===== src/rtl/note_pkg.sv =====
// Shared note payload and sequencer state types for the note-entry datapath.
package note_pkg;

  typedef struct packed {
    logic       tom;
    logic [2:0] nota;
  } note_t;

  typedef enum logic [1:0] {
    IDLE = 2'd0,
    PLAY = 2'd1,
    GAP  = 2'd2,
    DONE = 2'd3
  } seq_state_t;

endpackage


===== src/rtl/note_buffer.sv =====
// DEPTH-entry note register file: one synchronous write port, one combinational read port.
module note_buffer
  import note_pkg::*;
#(
  parameter int unsigned DEPTH = 8,
  localparam int unsigned AW = (DEPTH > 1) ? $clog2(DEPTH) : 1
) (
  input  logic          clk,
  input  logic          we,
  input  logic [AW-1:0] waddr,
  input  note_t         wdata,
  input  logic [AW-1:0] raddr,
  output note_t         rdata
);

  note_t mem [DEPTH];

  // Contents are never reset; entries at or above count are unreachable.
  always_ff @(posedge clk) begin
    if (we) mem[waddr] <= wdata;
  end

  assign rdata = mem[raddr];

endmodule


===== src/rtl/note_sequencer.sv =====
// Record-and-playback note controller: captures notes on ok, replays them on play
// with a fixed on-time per note and a blank gap between notes.
module note_sequencer
  import note_pkg::*;
#(
  parameter int unsigned DEPTH          = 8,
  parameter int unsigned TICKS_PER_NOTE = 25_000_000,
  parameter int unsigned GAP_TICKS      = 2_500_000,
  localparam int unsigned CW = $clog2(DEPTH + 1)
) (
  input  logic          clk,
  input  logic          reset,
  input  logic          ok,
  input  logic          tom,
  input  logic [2:0]    nota,
  input  logic          play,
  input  logic          clear,
  output logic          out_tom,
  output logic [2:0]    out_nota,
  output logic          out_valid,
  output logic          fim,
  output logic [CW-1:0] count,
  output logic          full
);

  localparam int unsigned AW        = (DEPTH > 1) ? $clog2(DEPTH) : 1;
  localparam int unsigned TMAX      = (TICKS_PER_NOTE > GAP_TICKS) ? TICKS_PER_NOTE : GAP_TICKS;
  localparam int unsigned TW        = $clog2(TMAX + 1);
  localparam int unsigned NOTE_LAST = TICKS_PER_NOTE - 1;
  localparam int unsigned GAP_LAST  = (GAP_TICKS == 0) ? 0 : GAP_TICKS - 1;

  seq_state_t    state_q, state_d;
  logic [AW-1:0] idx_q, idx_d;
  logic [TW-1:0] tick_q, tick_d;
  logic [CW-1:0] count_q, count_d;
  logic          ok_q, play_q;
  note_t         note_q, note_d;
  logic          valid_q, valid_d;
  logic          fim_q, fim_d;
  logic          full_q;

  logic          ok_rise, play_rise, last_note;
  logic          we;
  note_t         wdata, rdata;

  assign ok_rise   = ok & ~ok_q;
  assign play_rise = play & ~play_q;
  assign last_note = (CW'(idx_q) == (count_q - CW'(1)));
  assign wdata     = '{tom: tom, nota: nota};

  note_buffer #(.DEPTH(DEPTH)) u_buf (
    .clk   (clk),
    .we    (we),
    .waddr (AW'(count_q)),
    .wdata (wdata),
    .raddr (idx_d),
    .rdata (rdata)
  );

  always_ff @(posedge clk or posedge reset) begin
    if (reset) begin
      state_q <= IDLE;
      idx_q   <= '0;
      tick_q  <= '0;
      count_q <= '0;
      ok_q    <= 1'b0;
      play_q  <= 1'b0;
      note_q  <= '0;
      valid_q <= 1'b0;
      fim_q   <= 1'b0;
      full_q  <= 1'b0;
    end else begin
      state_q <= state_d;
      idx_q   <= idx_d;
      tick_q  <= tick_d;
      count_q <= count_d;
      ok_q    <= ok;
      play_q  <= play;
      note_q  <= note_d;
      valid_q <= valid_d;
      fim_q   <= fim_d;
      full_q  <= (count_d == CW'(DEPTH));
    end
  end

  // Next state; outputs are derived from the next state so they line up with it.
  always_comb begin
    state_d = state_q;
    idx_d   = idx_q;
    tick_d  = tick_q;
    count_d = count_q;
    we      = 1'b0;

    if (clear) begin
      state_d = IDLE;
      idx_d   = '0;
      tick_d  = '0;
      count_d = '0;
    end else begin
      case (state_q)
        IDLE: begin
          if (play_rise) begin
            idx_d   = '0;
            tick_d  = '0;
            state_d = (count_q == '0) ? DONE : PLAY;
          end else if (ok_rise && !full_q) begin
            we      = 1'b1;
            count_d = count_q + CW'(1);
          end
        end
        PLAY: begin
          if (tick_q == TW'(NOTE_LAST)) begin
            tick_d = '0;
            if (last_note) begin
              state_d = DONE;
            end else if (GAP_TICKS == 0) begin
              idx_d = idx_q + AW'(1);
            end else begin
              state_d = GAP;
            end
          end else begin
            tick_d = tick_q + TW'(1);
          end
        end
        GAP: begin
          if (tick_q == TW'(GAP_LAST)) begin
            tick_d  = '0;
            idx_d   = idx_q + AW'(1);
            state_d = PLAY;
          end else begin
            tick_d = tick_q + TW'(1);
          end
        end
        DONE:    state_d = IDLE;
        default: state_d = IDLE;
      endcase
    end

    valid_d = (state_d == PLAY);
    fim_d   = (state_d == DONE);
    note_d  = valid_d ? rdata : note_q;
  end

  assign out_tom   = note_q.tom;
  assign out_nota  = note_q.nota;
  assign out_valid = valid_q;
  assign fim       = fim_q;
  assign count     = count_q;
  assign full      = full_q;

endmodule


===== config.mk =====
export PLATFORM = sky130hd
export DESIGN_NAME = note_sequencer
export DESIGN_NICKNAME = d
export VERILOG_FILES = /design/src/rtl/note_pkg.sv /design/src/rtl/note_buffer.sv /design/src/rtl/note_sequencer.sv
export SDC_FILE = /design/constraint.sdc
export NUM_CORES = 1
export LEC_CHECK = 0
export CORE_UTILIZATION = 60
export DETAILED_ROUTE_END_ITERATION = 16
export PLACE_DENSITY_LB_ADDON = 0.2
export SLEW_MARGIN = 40
export SYNTH_ARGS = -nofsm -noshare
export SYNTH_HDL_FRONTEND = slang
export SYNTH_SLANG_ARGS = --single-unit
export TNS_END_PERCENT = 10

===== constraint.sdc =====
create_clock -name clk -period 3.7 [get_ports clk]
set_input_delay 0.925 -clock clk [delete_from_list [all_inputs] [get_ports clk]]
set_output_delay 0.925 -clock clk [all_outputs]
set_load 0.05 [all_outputs]

# Yosys cells after proc, flatten, opt, wreduce, memory -nomap -nowiden

Memory sizes are Yosys's and may differ from the RTL's. A register that Yosys moved wholly into a read port is not among the register bits.
Index checks and enable logic that the tools add are counted.

Register bits: 39
Memory bits (writable): 32
Bits of input ports: 9
Output and inout port bits: 11
Word-level logic and storage cells: 60
Memories kept: 1

Memory list:

| memory    | words | bits a word | rd ports | clocked after memory_dff | wr ports | RTL line          | source |
|---|---|---|---|---|---|---|---|
| u_buf.mem | 8     | 4           | 1        | 1                        | 1        | note_buffer.sv:16 | `note_t mem [DEPTH];` |

Add/subtract/negate cells: 4
Equal/unequal tests: 10
Multiplexer cells: 26
Bitwise operators: 4
Reductions and logical operators: 6

Operators by type and width:

| kind                                              | number |
|---|---|
| 2-to-1 mux 25 bit                                 | 4 |
| case mux 25 bit (3 select lines)                  | 1 |
| adder 25 x 1 -> 25 bit (second input constant)    | 1 |
| == test 25 x 22 -> 1 bit (second input constant)  | 1 |
| == test 25 bit (second input constant)            | 1 |
| 2-to-1 mux 4 bit                                  | 4 |
| 2-to-1 mux 2 bit                                  | 5 |
| 2-to-1 mux 3 bit                                  | 3 |
| case mux 2 bit (4 select lines)                   | 1 |
| 2-to-1 mux 1 bit                                  | 7 |
| == test 2 bit (second input constant)             | 3 |
| case mux 3 bit (2 select lines)                   | 1 |
| adder 4 x 1 -> 4 bit (second input constant)      | 1 |
| == test 2 x 1 -> 1 bit (second input constant)    | 2 |
| == test 3 x 4 -> 1 bit                            | 1 |
| == test 4 bit (second input constant)             | 1 |
| zero test 4 bit                                   | 1 |
| nonzero test 4 bit                                | 1 |
| subtractor 4 x 1 -> 4 bit (second input constant) | 1 |
| adder 3 x 1 -> 3 bit (second input constant)      | 1 |
| != test 3 bit (second input constant)             | 1 |
| bitwise AND 1 bit                                 | 2 |
| zero test 2 bit                                   | 1 |
| NOT 1 bit                                         | 2 |
| 3 further kinds                                   | 3 |

# Depth between registers and ports, before layout

Gate-level depths: netlist (run 1).

Depth in word-level cells: 9
Depth in mapped cells: 12
Gate-level depth less buffers: 10

# Hierarchy

A second synthesis (run 1) with hierarchy kept.

Cell total of the unflattened synthesis: 305
Area, all modules: 3693.5 um^2

By module, submodules not included:

| module         | instances | cells each | area an instance (um^2) | seq. area each (um^2) |
|---|---|---|---|---|
| note_sequencer | 1         | 246        | 2403.6                  | 1076.0 |
| note_buffer    | 1         | 59         | 1290.0                  | 960.9 |

# Least setup slack after synthesis (run 1)

No wires, ideal clock.

Kind: register to register
Start point: register tick_q[6]
End point: register, netlist name out_nota[1]
Library setup time: 0.126 ns
Arrival time: 2.954 ns
Data required time: 3.574 ns
Slack: 0.620 ns
Cell stages (with the launch flop): 9
Buffers on the path: 1
Period minus slack after synthesis: 3.080 ns
Path through: dfrtp_1 > or4b_4 > or4_4 > or4b_4 > a31o_4 > buf_2 > a21oi_1 > a32oi_1 > a221o_1

Word-level cells in the longest chain between the ends: 5
Elaborated cells on any way between the ends: 10
Those cells by class: 3 x eq/ne; 7 x mux

Ends and longest elaborated chain:

| element                                                           | RTL line                                     | source |
|---|---|---|
| start: declaration                                                | note_sequencer.sv:34                         | `logic [TW-1:0] tick_q, tick_d;` |
| start signal: assignment                                          | note_sequencer.sv:75                         | `tick_q <= tick_d;` |
| == test 25 x 22 -> 1 bit / == test 25 bit (equally long branches) | note_sequencer.sv:126, note_sequencer.sv:112 |  |
| 2-to-1 mux 2 bit, on equally long branches                        | note_sequencer.sv:126, note_sequencer.sv:112 |  |
| case mux 2 bit (4 select lines)                                   | note_sequencer.sv:100                        | `case (state_q)` |
| 2-to-1 mux 2 bit                                                  | note_sequencer.sv:94                         | `if (clear) begin` |
| == test 2 x 1 -> 1 bit                                            | note_sequencer.sv:139                        | `valid_d = (state_d == PLAY);` |

Several ways; a longest one is shown, not always the timed one.
A chain may end at the register's enable or synchronous reset.

# Worst setup path in the final report (run 1)

Start point: register tick_q[20]
End point: register, netlist name out_nota[2]

Word-level cells in the longest chain between the ends: 5
Elaborated cells on any way between the ends: 10
Those cells by class: 3 x eq/ne; 7 x mux

Ends and longest elaborated chain:

| element                                                           | RTL line |
|---|---|
| == test 25 x 22 -> 1 bit / == test 25 bit (equally long branches) | note_sequencer.sv:126, note_sequencer.sv:112 |
| 2-to-1 mux 2 bit, on equally long branches                        | note_sequencer.sv:126, note_sequencer.sv:112 |
| case mux 2 bit (4 select lines)                                   | note_sequencer.sv:100 |
| 2-to-1 mux 2 bit                                                  | note_sequencer.sv:94 |
| == test 2 x 1 -> 1 bit                                            | note_sequencer.sv:139 |

Several ways; a longest one is shown, not always the timed one.

==> results of run 1 <==
==> worst max-delay path: cells and delay by family, from the launching register on <==
kind / cells / cell delay (ns)
and+or+nand+nor: 3 / 1.69
AOI/OAI and AO/OA: 4 / 1.03
DFF: 1 / 0.44
buffers and inverters: 1 / 0.15
==> cells by family (layout without fill, tap and decap cells) <==
group                    Yosys count  after routing  share of synthesized area
multiplexers                       3              3                    0.00797
adder cells (fa/ha/maj)            8              8                     0.0266
flip-flops                        75             75                      0.541
AO/OA/AOI/OAI                     65             65                      0.128
AND/OR/NAND/NOR                  156            156                      0.211
buffers and inverters             29             56                     0.0339
XOR/XNOR                          22             22                     0.0511
==> cell usage in the layout (no fill, tap or decap), drive strengths merged, types with 9 or more instances in the layout <==
| master | instances |
|---|---|
| o21ai | 15 |
| dfrtp | 43 |
| inv | 17 |
| a21oi | 11 |
| nor2 | 43 |
| clkdlybuf4s50 | 19 |
| nand3 | 14 |
| nand2 | 41 |
| clkbuf | 9 |
| edfxtp | 32 |
| xnor2 | 13 |
| xor2 | 9 |
==> final timing paths <==
path                            slack, ns     endpoint  depth (start not counted)  startpoint
worst max-delay path                 0.32  out_nota[2]                          8  tick_q[20]
worst min-delay path                 0.53    tick_q[0]                          1   tick_q[0]
worst max register to register       0.32  out_nota[2]                          8  tick_q[20]
worst min register to register       0.53    tick_q[0]                          1   tick_q[0]
max in group asynchronous            2.23  out_nota[1]                          3       reset
min in group asynchronous            0.88    tick_q[3]                          2       reset
==> final cells by class <==
type / count / area share
inverter: 15 / 0.0138
multi-input combinational: 254 / 0.377
sequential: 75 / 0.478
clock inverter: 7 / 0.0250
tap: 75 / 0.0220
timing repair buffer: 25 / 0.0552
clock buffer: 9 / 0.0291
==> flip-flops by register name, indices dropped and copies added, names as in the netlist <==
| signal | cells |
|---|---|
| idx_q | 3 |
| full | 1 |
| out_tom | 1 |
| state_q | 2 |
| tick_q | 25 |
| out_nota | 3 |
| count | 4 |
| fim | 1 |
| out_valid | 1 |
| ok_q | 1 |
| u_buf.mem | 32 |
| play_q | 1 |
==> stage by stage <==
| stage | hold slack (ns) | std cells | power, mW |
|---|---|---|---|
| global placement | 0.496 | 444 | 1.50 |
| detailed placement | 0.521 | 444 | 1.51 |
| global route | 0.565 | 460 | 2.31 |
| finish | 0.529 | 460 | 2.22 |
| floorplan | 0.460 | 358 | 1.35 |
| CTS | 0.532 | 460 | 2.23 |
==> power by group through the flow <==
| stage | logic, mW | clock network, mW | registers [mW] |
|---|---|---|---|
| 3_3_place_gp | 0.525 | 0 | 0.970 |
| 3_5_place_dp | 0.540 | 0 | 0.969 |
| 2_1_floorplan | 0.290 | 0 | 1.06 |
| 6_report | 0.541 | 0.727 | 0.955 |
| 5_1_grt | 0.595 | 0.759 | 0.960 |
| 4_1_cts | 0.540 | 0.732 | 0.953 |
==> per-layer routing <==
metal,routed length [um],part of all wire,up-vias
met1,3870,0.48,1416
met4,203,0.025,0
met5,0,0,-
met3,413,0.051,22
li1,-,-,1343
met2,3560,0.44,104
==> qor.csv, run 1 <==
stage,metric,value,unit
synthesis,yosys-top-cells-area,"dfrtp_1, edfxtp_1, nor2_1, nand2_1, xnor2_1",
synthesis,ys_warn_count,0,
sta,hold_viol,0,
status,outcome,"finished, final reports clean",
global_route,grt_pass1_vias,2607,
sta,fin_crit_sh,0.913,
die,design.portCount,20,
setup_path,critPathRequiredTime,3.99,ns
power,p_sw_frac,0.330,
drt,routed_wl,8.05,mm
synthesis,yosys.cell_types.count,59,
clock_network,cts_sinks,75,
synthesis,synth_edf_count,32,
global_route,gr-total-overflow,0,
die,die_w,81.3,um
die,initial_core_util,0.629,
synthesis,synthesis.area,3770,um2
global_route,grt_usage,0.263,
die,die_h,81.3,um
clock_network,htreeDepth,3,
run,drv_cap,0,
cells_and_area,fin_util,0.711,
synthesis,syn-num-nets,375,
cells_and_area,design_area,4260,um2
global_route,grtUsageMet3,0.0472,
global_route,antenna_found_initial,0,
drt,drc,0,
global_route,grtUsageMet1,0.370,
synthesis,avgSynthCellArea,10.5,um2
setup_path,arrival,3.67,ns
power,ir_worst_vdd,454,uV
power,p_int,1.49,mW
cells_and_area,synthToLayoutAreaGrowth,13.0,%
power,p_leak,1.69,nW
setup_path,path_cells,or4b_2 > or4_1 > or4b_4 > a31o_4 > clkinv_2 > a21oi_1 > a2111oi_0 > a221o_1,
synthesis,async_flop_share,0.573,
cells_and_area,ff_latch_area,2040,um2
power,netSwitchingPower,0.733,mW
power,seq_power_share,0.429,
drt,drt_iter0_markers,212,
power,pwr_density_cell,522,nW/um2
cells_and_area,fin_nets,397,
drt,vias,2885,
cells_and_area,n_fill_cell,435,
sta,finalSetupTns,0,ns
setup_path,cp_max_fo,13,
synthesis,synthFlopType,dfrtp_1,
power,combPwrFrac,0.243,
global_route,use_met2,0.397,
sta,period_needed,3.38,ns
cells_and_area,drive_gt1_frac,0.0883,
global_route,grt_pass1_wl,12.7,mm
sta,finClkSkew,0.0116,ns
sta,max_slew_margin,0.449,
clock_network,clk_path_buf_depth,2,
sta,slew_violations,0,
drt,dr.pass1.iters,5,
clock_network,cts_setup_buffers,0,
power,pwr-share-clk,0.327,
sta,tightest_slew,0.819,ns
clock_network,clk_pin_slew,0.08,ns
sta,fmax,296,MHz
synthesis,yosysSeqAreaShare,0.541,
clock_network,clkLatencyLatePin,0.35,ns
clock_network,cts-hold-fix-buffers,0,
drt,final_antenna_net_count,0,
synthesis,ys_ff_latch,75,
setup_path,worst-setup-path-type,register to register,
placed_design,place_area,4030,um2
global_route,grt_max_degree,26,
synthesis,synth_common_cells,"dfrtp_1, nor2_1, nand2_1",
drt,via_per_inst,6.27,
synthesis,synth_top_cell_by_area,dfrtp_1,
setup_path,max_stage_delay,0.71,ns
min_path,hp-class,register to register,
placed_design,hpwl,5.59,mm
placed_design,gp_congestion,0.853,
clock_network,numCtsBuffers,9,
synthesis,synth_top_cell_area_share,0.286,
sta,fin_ws,0.320,ns
clock_network,cts_tree,built,
setup_path,cp_slowest_cell,or4b_2,
setup_path,start_kind,register,
cells_and_area,antenna_cells,0,
clock_network,post_cts_resized,0,
synthesis,postSynthCellCount,358,
die,coreArea,5990,um2
die,row_count,28,
placed_design,portBuffers,19,
cells_and_area,multi_input_area,1600,um2
drt,avgRoutedWirePerCell,17.5,um
setup_path,crit_path_end_kind,register,
global_route,top_usage_layer,met2,
clock_network,cts_root_buffer,clkbuf_8,
sta,setup_viol,0,
sta,rsz0062_at_grt,no,
placed_design,pre_cts_ws,0.293,ns
die,die_area,6600,um2
Power figures use the tool's default switching activity.
==> inputs of run 2 (changes only) <==
--- a/config.mk
+++ b/config.mk
@@ -5,7 +5,7 @@
 export SDC_FILE = /design/constraint.sdc
 export NUM_CORES = 1
 export LEC_CHECK = 0
-export CORE_UTILIZATION = 60
+export CORE_UTILIZATION = 54
 export DETAILED_ROUTE_END_ITERATION = 16
 export PLACE_DENSITY_LB_ADDON = 0.2
 export SLEW_MARGIN = 40
==> constraint.sdc (replaced) <==
create_clock -name clk -period 2.7 [get_ports clk]
set_input_delay 0.675 -clock clk [delete_from_list [all_inputs] [get_ports clk]]
set_output_delay 0.675 -clock clk [all_outputs]
set_load 0.05 [all_outputs]
==> run 2 against run 1 <==
The flow now finishes with violations (setup timing). Final cell count rose by 17%. Critical path depth down 1. Power up 43%. Die area up 11%. Sequential share of layout area decreased by 6.5 points. Clock skew shrank 0.0010 ns. Largest cell class unchanged.
==> qor.csv, run 2 (same netlist as run 1, synthesis figures left out) <==
stage,metric,value,unit,change
status,outcome,"finished, violations left",,
status,violations,setup timing,,
sta,fin_ws,-0.338,ns,-0.658 ns
clock_network,htreeDepth,3,,unchanged
setup_path,start_kind,register,,
drt,routed_wl,8.66,mm,+7.6%
sta,rsz0062_at_grt,yes,,
cells_and_area,antenna_cells,0,,unchanged
die,row_count,30,,+7.1%
global_route,grtUsageMet3,0.0539,,+0.00671
setup_path,crit_path_end_kind,register,,
clock_network,cts_tree,built,,
cells_and_area,layout_common_cells,"buf_4, nor2_1, dfrtp_1",,
die,design.portCount,20,,unchanged
sta,tightest_slew,0.498,ns,-0.321 ns
clock_network,clk_path_buf_depth,2,,unchanged
global_route,grtUsageMet1,0.357,,-0.0133
sta,period_needed,3.04,ns,-0.342 ns
drt,vias,3037,,+5.3%
setup_path,critPathRequiredTime,2.95,ns,-1.04 ns
power,finalPower,3.17,mW,+43%
die,die_h,85.5,um,+5.3%
clock_network,clkLatencyLatePin,0.35,ns,about the same
sta,hold_viol,0,,unchanged
clock_network,cts_sinks,75,,unchanged
cells_and_area,top_register,u_buf.mem,,
sta,slew_violations,0,,unchanged
cells_and_area,largest_reg_flops,32,,unchanged
clock_network,clk_pin_slew,0.09,ns,about the same
power,p_leak,2.08,nW,+23%
clock_network,cts_root_buffer,clkbuf_8,,
sta,setup_viol,4,,+4
drt,dr.pass1.iters,4,,-1
drt,drt_iter0_markers,211,,-0.47%
placed_design,gp_congestion,0.924,,+8.2%
drt,avgRoutedWirePerCell,16.0,um,-8.3%
placed_design,dp.cells,524,,+18%
cells_and_area,synthToLayoutAreaGrowth,30.9,%,
power,ir_worst_vdd,465,uV,+2.5%
cells_and_area,n_fill_cell,494,,+14%
die,coreArea,6760,um2,+13%
sta,fmax,329,MHz,+11%
drt,drc,0,,unchanged
global_route,top_usage_layer,met2,,
min_path,hp-class,register to register,,
global_route,use_met2,0.387,,-0.00973
global_route,grt_usage,0.256,,-0.00758
global_route,gr-total-overflow,0,,unchanged
setup_path,worst-setup-path-type,register to register,,
global_route,grt_max_degree,25,,-3.8%
placed_design,portBuffers,19,,unchanged
cells_and_area,instances_no_fill,540,,+17%
cells_and_area,drive_gt1_frac,0.267,,+0.179
cells_and_area,fin_nets,472,,+19%
die,die_area,7320,um2,+11%
setup_path,arrival,3.28,ns,-0.39 ns
sta,fin_crit_sh,1.13,,+0.212
drt,final_antenna_net_count,0,,unchanged
die,die_w,85.5,um,+5.3%
global_route,antenna_found_initial,0,,unchanged
clock_network,cts_setup_buffers,0,,unchanged
sta,max_slew_margin,0.667,,+0.218
setup_path,cp_max_fo,7,,-6
global_route,grt_pass1_wl,14.1,mm,+11%
sta,finClkSkew,0.0106,ns,-0.00102 ns
placed_design,hpwl,6.37,mm,+14%
cells_and_area,final_common_cell,buf_4,,
power,pwr_density_cell,644,nW/um2,+23%
min_path,holdPathStages,1,,unchanged
cells_and_area,fin_util,0.730,,+0.0191
setup_path,r2r_cells,7,,-1
die,initial_core_util,0.558,,-0.0713
clock_network,numCtsBuffers,9,,unchanged
global_route,grt_pass1_vias,2910,,+12%
run,drv_cap,0,,unchanged
drt,via_per_inst,5.62,,-10%
## run 2: worst paths after layout
path / from / slack [ns] / endpoint
worst max-delay path: tick_q[14] / -0.34 / out_nota[2]
worst min-delay path: out_nota[1] / 0.52 / out_nota[1]
worst max register to register: tick_q[14] / -0.34 / out_nota[2]
worst min register to register: out_nota[1] / 0.52 / out_nota[1]
max in group asynchronous: reset / 1.55 / tick_q[6]
min in group asynchronous: reset / 0.62 / tick_q[2]
## run 2: power by group
group	internal [mW]	switching [mW]
clock network	0.454	0.473
logic	0.405	0.551
registers	1.25	0.0379
total	2.11	1.06
## run 2: area by class of cell
class	instances	area (um2)	share of cell area
clock inverters	7	90.1	0.0183
multi-input cells	254	1700	0.345
repair buffers	100	815	0.165
clock buffers	9	124	0.0251
well taps	80	100	0.0203
flip-flops and latches	75	2040	0.413
inverters	15	62.6	0.0127
## run 2: worst max-delay path: stages (launching register included)
cell	delay (ns)
dfrtp_1	0.38
or4_4	0.54
or4_4	0.54
or4b_4	0.51
a31o_4	0.30
a221oi_2	0.34
a2111oi_2	0.07
a221o_1	0.26
## run 2: metal layers
layer,share of wire,vias up
li1,-,1501
met1,0.46,1450
met2,0.47,70
met3,0.055,16
met4,0.020,0
met5,0,-
## run 2: timing repair
item | in CTS | in global routing
endpoints found under the setup margin | 5 | 13
hold buffers | 0 | 0
endpoints found under the hold margin | 0 | 0
pin swaps | 6 | 2
gates resized for setup | 3 | 12
## run 2: through the flow
step	worst slack, ns	instance area [um2]	TNS, ns	hold WS, ns
after floorplan	-0.302	3820	-1.07	0.463
after global placement	-0.374	4660	-1.49	0.502
after detailed placement	-0.382	4660	-1.58	0.502
after CTS	-0.305	4890	-1.13	0.522
after global routing	-0.399	4930	-1.69	0.534
final	-0.338	4930	-1.27	0.524
==> variant 1 (config.mk and constraints of run 1) <==
Set the parameter `GAP_TICKS` to 5_000_000 (it was 2_500_000).
--- a/src/rtl/note_sequencer.sv
+++ b/src/rtl/note_sequencer.sv
@@ -5,7 +5,7 @@
 #(
   parameter int unsigned DEPTH          = 8,
   parameter int unsigned TICKS_PER_NOTE = 25_000_000,
-  parameter int unsigned GAP_TICKS      = 2_500_000,
+  parameter int unsigned GAP_TICKS      = 5_000_000,
   localparam int unsigned CW = $clog2(DEPTH + 1)
 ) (
   input  logic          clk,
Check against the original RTL: no difference found for any inputs over 4 cycles, from zero or initial values and one cycle with reset high; that may be too few to reach the edited logic, so the function may still have changed.
==> variant 1 against run 1 <==
Sequential cell count stayed put; hold slack lost 0.013 ns; highest routed layer unchanged; final area shrank 1.2%; worst setup slack gained 0.45 ns; routed wire length shrank 11%; largest power group unchanged; synthesized area is essentially flat; total power shrank 9.5%; sequential power fell by 1%.
==> variant 1: results (changes against run 1) <==
* Outcome: completed
- Total via count in the routed design: 2,530 (-12%)
* H-tree depth: 3 (unchanged)
* Pwr dens: 478 nW/µm² (-8.4%)
* Detailed Place HPWL: 5230 µm (-6.5%)
- Clock insertion delay at the later pin of the skew report: 0.36 ns
- The path with the worst hold slack has its endpoint at tick_q[1].
- The worst stage delay on the critical path is 0.57 ns (-0.14 ns).
- Post-Syn Area per Cell: 11.4 µm² (+8.4%)
- Counting instances in the post-synthesis netlist gives the leading cell types as 43 x dfrtp_1, 34 x nor2_1, 32 x edfxtp_1, 27 x nand2_1, 18 x o21ai_0.
- The cell area after placement was 4020 µm² (-0.16%).
* Worst setup skew after layout: 0.0122 ns (+0.000589 ns)
* Routed wire length: 7130 µm (-11%)
* Global placement routability congestion: 0.865 (+1.3%)
* Worst min-delay path category: reg -> reg
- Register with the highest flop count: u_buf.mem
- The number of antenna violations at the first check in global routing was 0 (unchanged).
- The maximum resistive drop on vdd came to 349 µV (-23%).
- The final net count was 372 (-6.3%).
* EDFF count, synth: 32 (unchanged)
- Worst Max-Slew Pin Slew: 0.737 ns (-0.0820 ns)
- Via-to-Cell Ratio: 5.82 (-7.3%)
- Setup slack after placement: 0.435 ns (+0.142 ns)
- The worst hold-check slack was 0.516 ns (-0.0128 ns).
- Sequential area share after synthesis: 0.541 (about the same)
- The iteration count of the initial detailed-routing pass came to 4 (-1).
- Max stage delay cell, worst path: or4b_4
- The worst register-to-register path ends at out_nota[1].
- The first-iteration detailed-routing DRC count came to 166 (-22%).
- The deepest clock path buffer count came to 2 (unchanged).
- The data arrival time at the worst-slack endpoint was 3.18 ns (-0.49 ns).
* Number of flip-flops under the largest register name: 32 (unchanged)
* Cells taking the most area after synthesis: dfrtp_1 29%, edfxtp_1 26%, mux2i_1 4.5%
* Clock root cell: clkbuf_8
* Wire length of the first global-routing pass: 11,600 µm (-9.1%)
- Number of stages on the worst hold path: 2 (+1)
- The top fanout value on the critical path was 17 (+4).
- Aggregate global-route resource usage: 0.243 (-0.0207)
- The number of instances resized during post-cts repair came to 0 (unchanged).
- The number of cells after detailed placement is 419 (-5.6%).
- The pin count of the biggest net entering global routing came to 28 (+7.7%).
- The via count of the first global-routing pass was 2,418 (-7.2%).
* FF-to-FF Start: tick_q[6]
* Buffers on Ports: 19 (unchanged)
- The worst hold path begins at tick_q[1].
- Count of warnings emitted by yosys: 0 (unchanged)
- Layout cells sized above 1: 0.108 (+0.0200)
* Leakage power total: 1.72 nW (+1.7%)
- The fraction of registers with async set/reset is 0.573 (unchanged).
- The total setup buffers inserted after CTS is 0 (unchanged).
- Count of fill cells added during filler insertion: 446 (+2.5%)
* Number of distinct library cells after synthesis: 56 (-5.1%)
- Number of antenna diodes: 0 (unchanged)
- The setup slack of the worst register-to-register path came to 0.77 ns (+0.45 ns).
- Net Count, Synth: 347 (-7.5%)
-- variant 1: logic make-up after synthesis --
group	Yosys count	share of synthesized area
adder cells (fa/ha/maj)	8	0.0266
multiplexers	17	0.0452
AO/OA/AOI/OAI	59	0.114
flip-flops	75	0.541
AND/OR/NAND/NOR	132	0.196
buffers and inverters	19	0.0282
XOR/XNOR	20	0.0501
-- variant 1: worst max path at each step --
stage / from / to / slack (ns) / cells after the start
final: tick_q[6] / out_nota[1] / 0.77 / 8
after global routing: tick_q[14] / out_nota[1] / 0.61 / 8
after CTS: play / out_tom / 0.79 / 8
after detailed placement: play / out_nota[1] / 0.44 / 8
after global placement: play / tick_q[17] / 0.35 / 9
after floorplan: tick_q[15] / out_nota[0] / 1.11 / 9
-- variant 1: routing by layer --
metal	global-route usage	wire [µm]
met5	0	0
met4	0.0982	114
met3	0.0618	311
met2	0.378	3310
met1	0.323	3390
-- variant 1: power breakdown --
group / internal [mW] / switching (mW)
logic: 0.178 / 0.311
registers: 0.912 / 0.0290
clock network: 0.253 / 0.329
total: 1.34 / 0.669
-- variant 1: critical path, delay by kind of cell (launching register included) --
family | cells | cell delay, ns
simple gates | 2 | 1.09
compound gates | 4 | 0.68
flops | 1 | 0.45
buf+inv | 1 | 0.31
mux | 1 | 0.29
-- variant 1: final cells by class --
| class | count | area share |
|---|---|---|
| clock buffers | 9 | 0.0294 |
| clock inverters | 7 | 0.0143 |
| inverters | 9 | 0.00833 |
| multi-input cells | 236 | 0.387 |
| flip-flops and latches | 75 | 0.484 |
| well taps | 75 | 0.0223 |
| repair buffers | 24 | 0.0541 |
==> variant 2 (config.mk and constraints of run 1) <==
Made on the original files. The 4 states of `seq_state_t` get a one-hot encoding in 4 bits.
--- a/src/rtl/note_pkg.sv
+++ b/src/rtl/note_pkg.sv
@@ -6,11 +6,11 @@
     logic [2:0] nota;
   } note_t;
 
-  typedef enum logic [1:0] {
-    IDLE = 2'd0,
-    PLAY = 2'd1,
-    GAP  = 2'd2,
-    DONE = 2'd3
+  typedef enum logic [3:0] {
+    IDLE = 4'b0001,
+    PLAY = 4'b0010,
+    GAP  = 4'b0100,
+    DONE = 4'b1000
   } seq_state_t;
 
 endpackage
Function: no difference found for any inputs over 4 cycles, from zero or initial values and one cycle with reset high; so few cycles prove little.
==> variant 2 against run 1 <==
Routed wire length grew 7.2%; synthesized cell count increased by 0.84%; worst setup slack improved by 0.46 ns; non-clock buffer count increased by 2; synthesized area is 4.1% higher; count of clock-buffer cells in the layout stayed put; final area up 2.9%; sequential cell count is 2 higher; via count is 3.4% higher; sequential share of layout area decreased by 0.18 points; critical path type unchanged.
Power is not compared: it rests on default switching activity, and its combinational part moved more than twofold at a synthesized area within 25%.
==> variant 2: results (changes against run 1) <==
- The first-iteration detailed-routing DRC count was 217 (+2.4%).
* Slowest cell delay on critical path: 0.44 ns (-0.27 ns)
- Fraction of synthesized cell area in xor and xnor cells: 0.0223 (-0.0288)
- Top cell type's share of synthesized area: 0.281 (-0.00491)
- Counting instances in the post-synthesis netlist gives the leading cell types as 44 x dfrtp_1, 35 x nand2_1, 32 x edfxtp_1, 23 x o21ai_0, 21 x nor2_1.
* Global placement routability congestion: 0.881 (+3.2%)
- Via-to-Cell Ratio: 6.42 (+2.3%)
- The depth of the worst register-to-register path was 9 (+1).
* Synth Area in Compound Gates: 0.145 (+0.0169)
- The final routed wire length divided by cell count was 18.6 µm (+6.1%).
- Total number of nets in the final design: 396 (-0.25%)
- Maximum number of pins on one net before global-route repair: 46 (+77%)
- Setup slack after placement: 0.430 ns (+0.137 ns)
- The via count came to 2,984 (+3.4%).
* Share of async-settable or async-resettable flops after synthesis: 0.584 (+0.0111)
- By area the synthesized netlist is led by dfrtp_1 28%, edfxtp_1 24%, nand2_1 3.3%.
- Tracing the worst setup path back leads to its startpoint at tick_q[0].
- The total routing resource utilization after global routing is 0.267 (+0.00362).
- Net Count, Synth: 374 (-0.27%)
- Post-Syn Area per Cell: 10.9 µm² (+3.3%)
- For this design, the slowest cell found on the critical path is and4_1.
- The count of cell types in the netlist was 63 (+6.8%).
- The wire length of the first global-routing pass came to 14,300 µm (+13%).
- The top fanout value on the critical path is 9 (-4).
- The transition at the pin with the smallest max-transition slack came to 0.696 ns (-0.123 ns).
* Sequential area share after synthesis: 0.532 (-0.00830)
- Placed Instances: 449 (+1.1%)
- Number of stages on the worst hold path: 2 (+1)
- Worst setup skew after layout: 0.00605 ns (-0.00559 ns)
- The flow ran to the end, and the final reports show no timing, DRC or antenna violations.
- The cell area after placement came to 4200 µm² (+4.1%).
* Layout cells sized above 1: 0.113 (+0.0251)
- The detailed-placement wirelength estimate was 6110 µm (+9.3%).
[variant 2: cell type report]
class | count | area (µm²)
clock inverter | 7 | 63.8
multi-input combinational | 257 | 1720
clock buffer | 9 | 124
inverter | 11 | 43.8
sequential | 77 | 2090
tap | 77 | 96.3
fill | 501 | 1930
timing repair buffer | 27 | 250
[variant 2: worst min-delay path by stage]
stage	from	end	slack [ns]
final	out_tom	out_tom	0.51
after global routing	tick_q[2]	tick_q[2]	0.55
after CTS	out_tom	out_tom	0.51
after detailed placement	out_tom	out_tom	0.50
after global placement	out_tom	out_tom	0.49
after floorplan	tick_q[21]	tick_q[21]	0.48
[variant 2: power by group through the flow]
stage               clock, mW  combinational [mW]  sequential [mW]
global route            0.649               0.119            0.908
detailed placement          0               0.110            0.925
finish                  0.618               0.110            0.907
global placement            0               0.108            0.925
floorplan                   0              0.0470            0.943
CTS                     0.623               0.111            0.907
[variant 2: routing by layer]
metal	routed length (µm)	global-route usage	up-vias
met4	185	0.119	0
met1	4160	0.406	1440
met3	505	0.0398	26
li1	-	-	1400
met2	3780	0.380	118
met5	0	0	-
[variant 2: cells by family after synthesis]
group	count (synthesis)
AOI/OAI and AO/OA	81
DFF	77
muxes	13
and+or+nand+nor	149
buffers and inverters	27
xor gates and xnor gates	10
adders and majority gates	4
[variant 2: critical path, delay by kind of cell (launching register included)]
| family | cells | cell delay (ns) |
|---|---|---|
| AO/OA/AOI/OAI | 4 | 0.91 |
| adder cells (fa/ha/maj) | 1 | 0.22 |
| buffers and inverters | 1 | 0.19 |
| flip-flops | 1 | 0.39 |
| AND/OR/NAND/NOR | 3 | 1.10 |
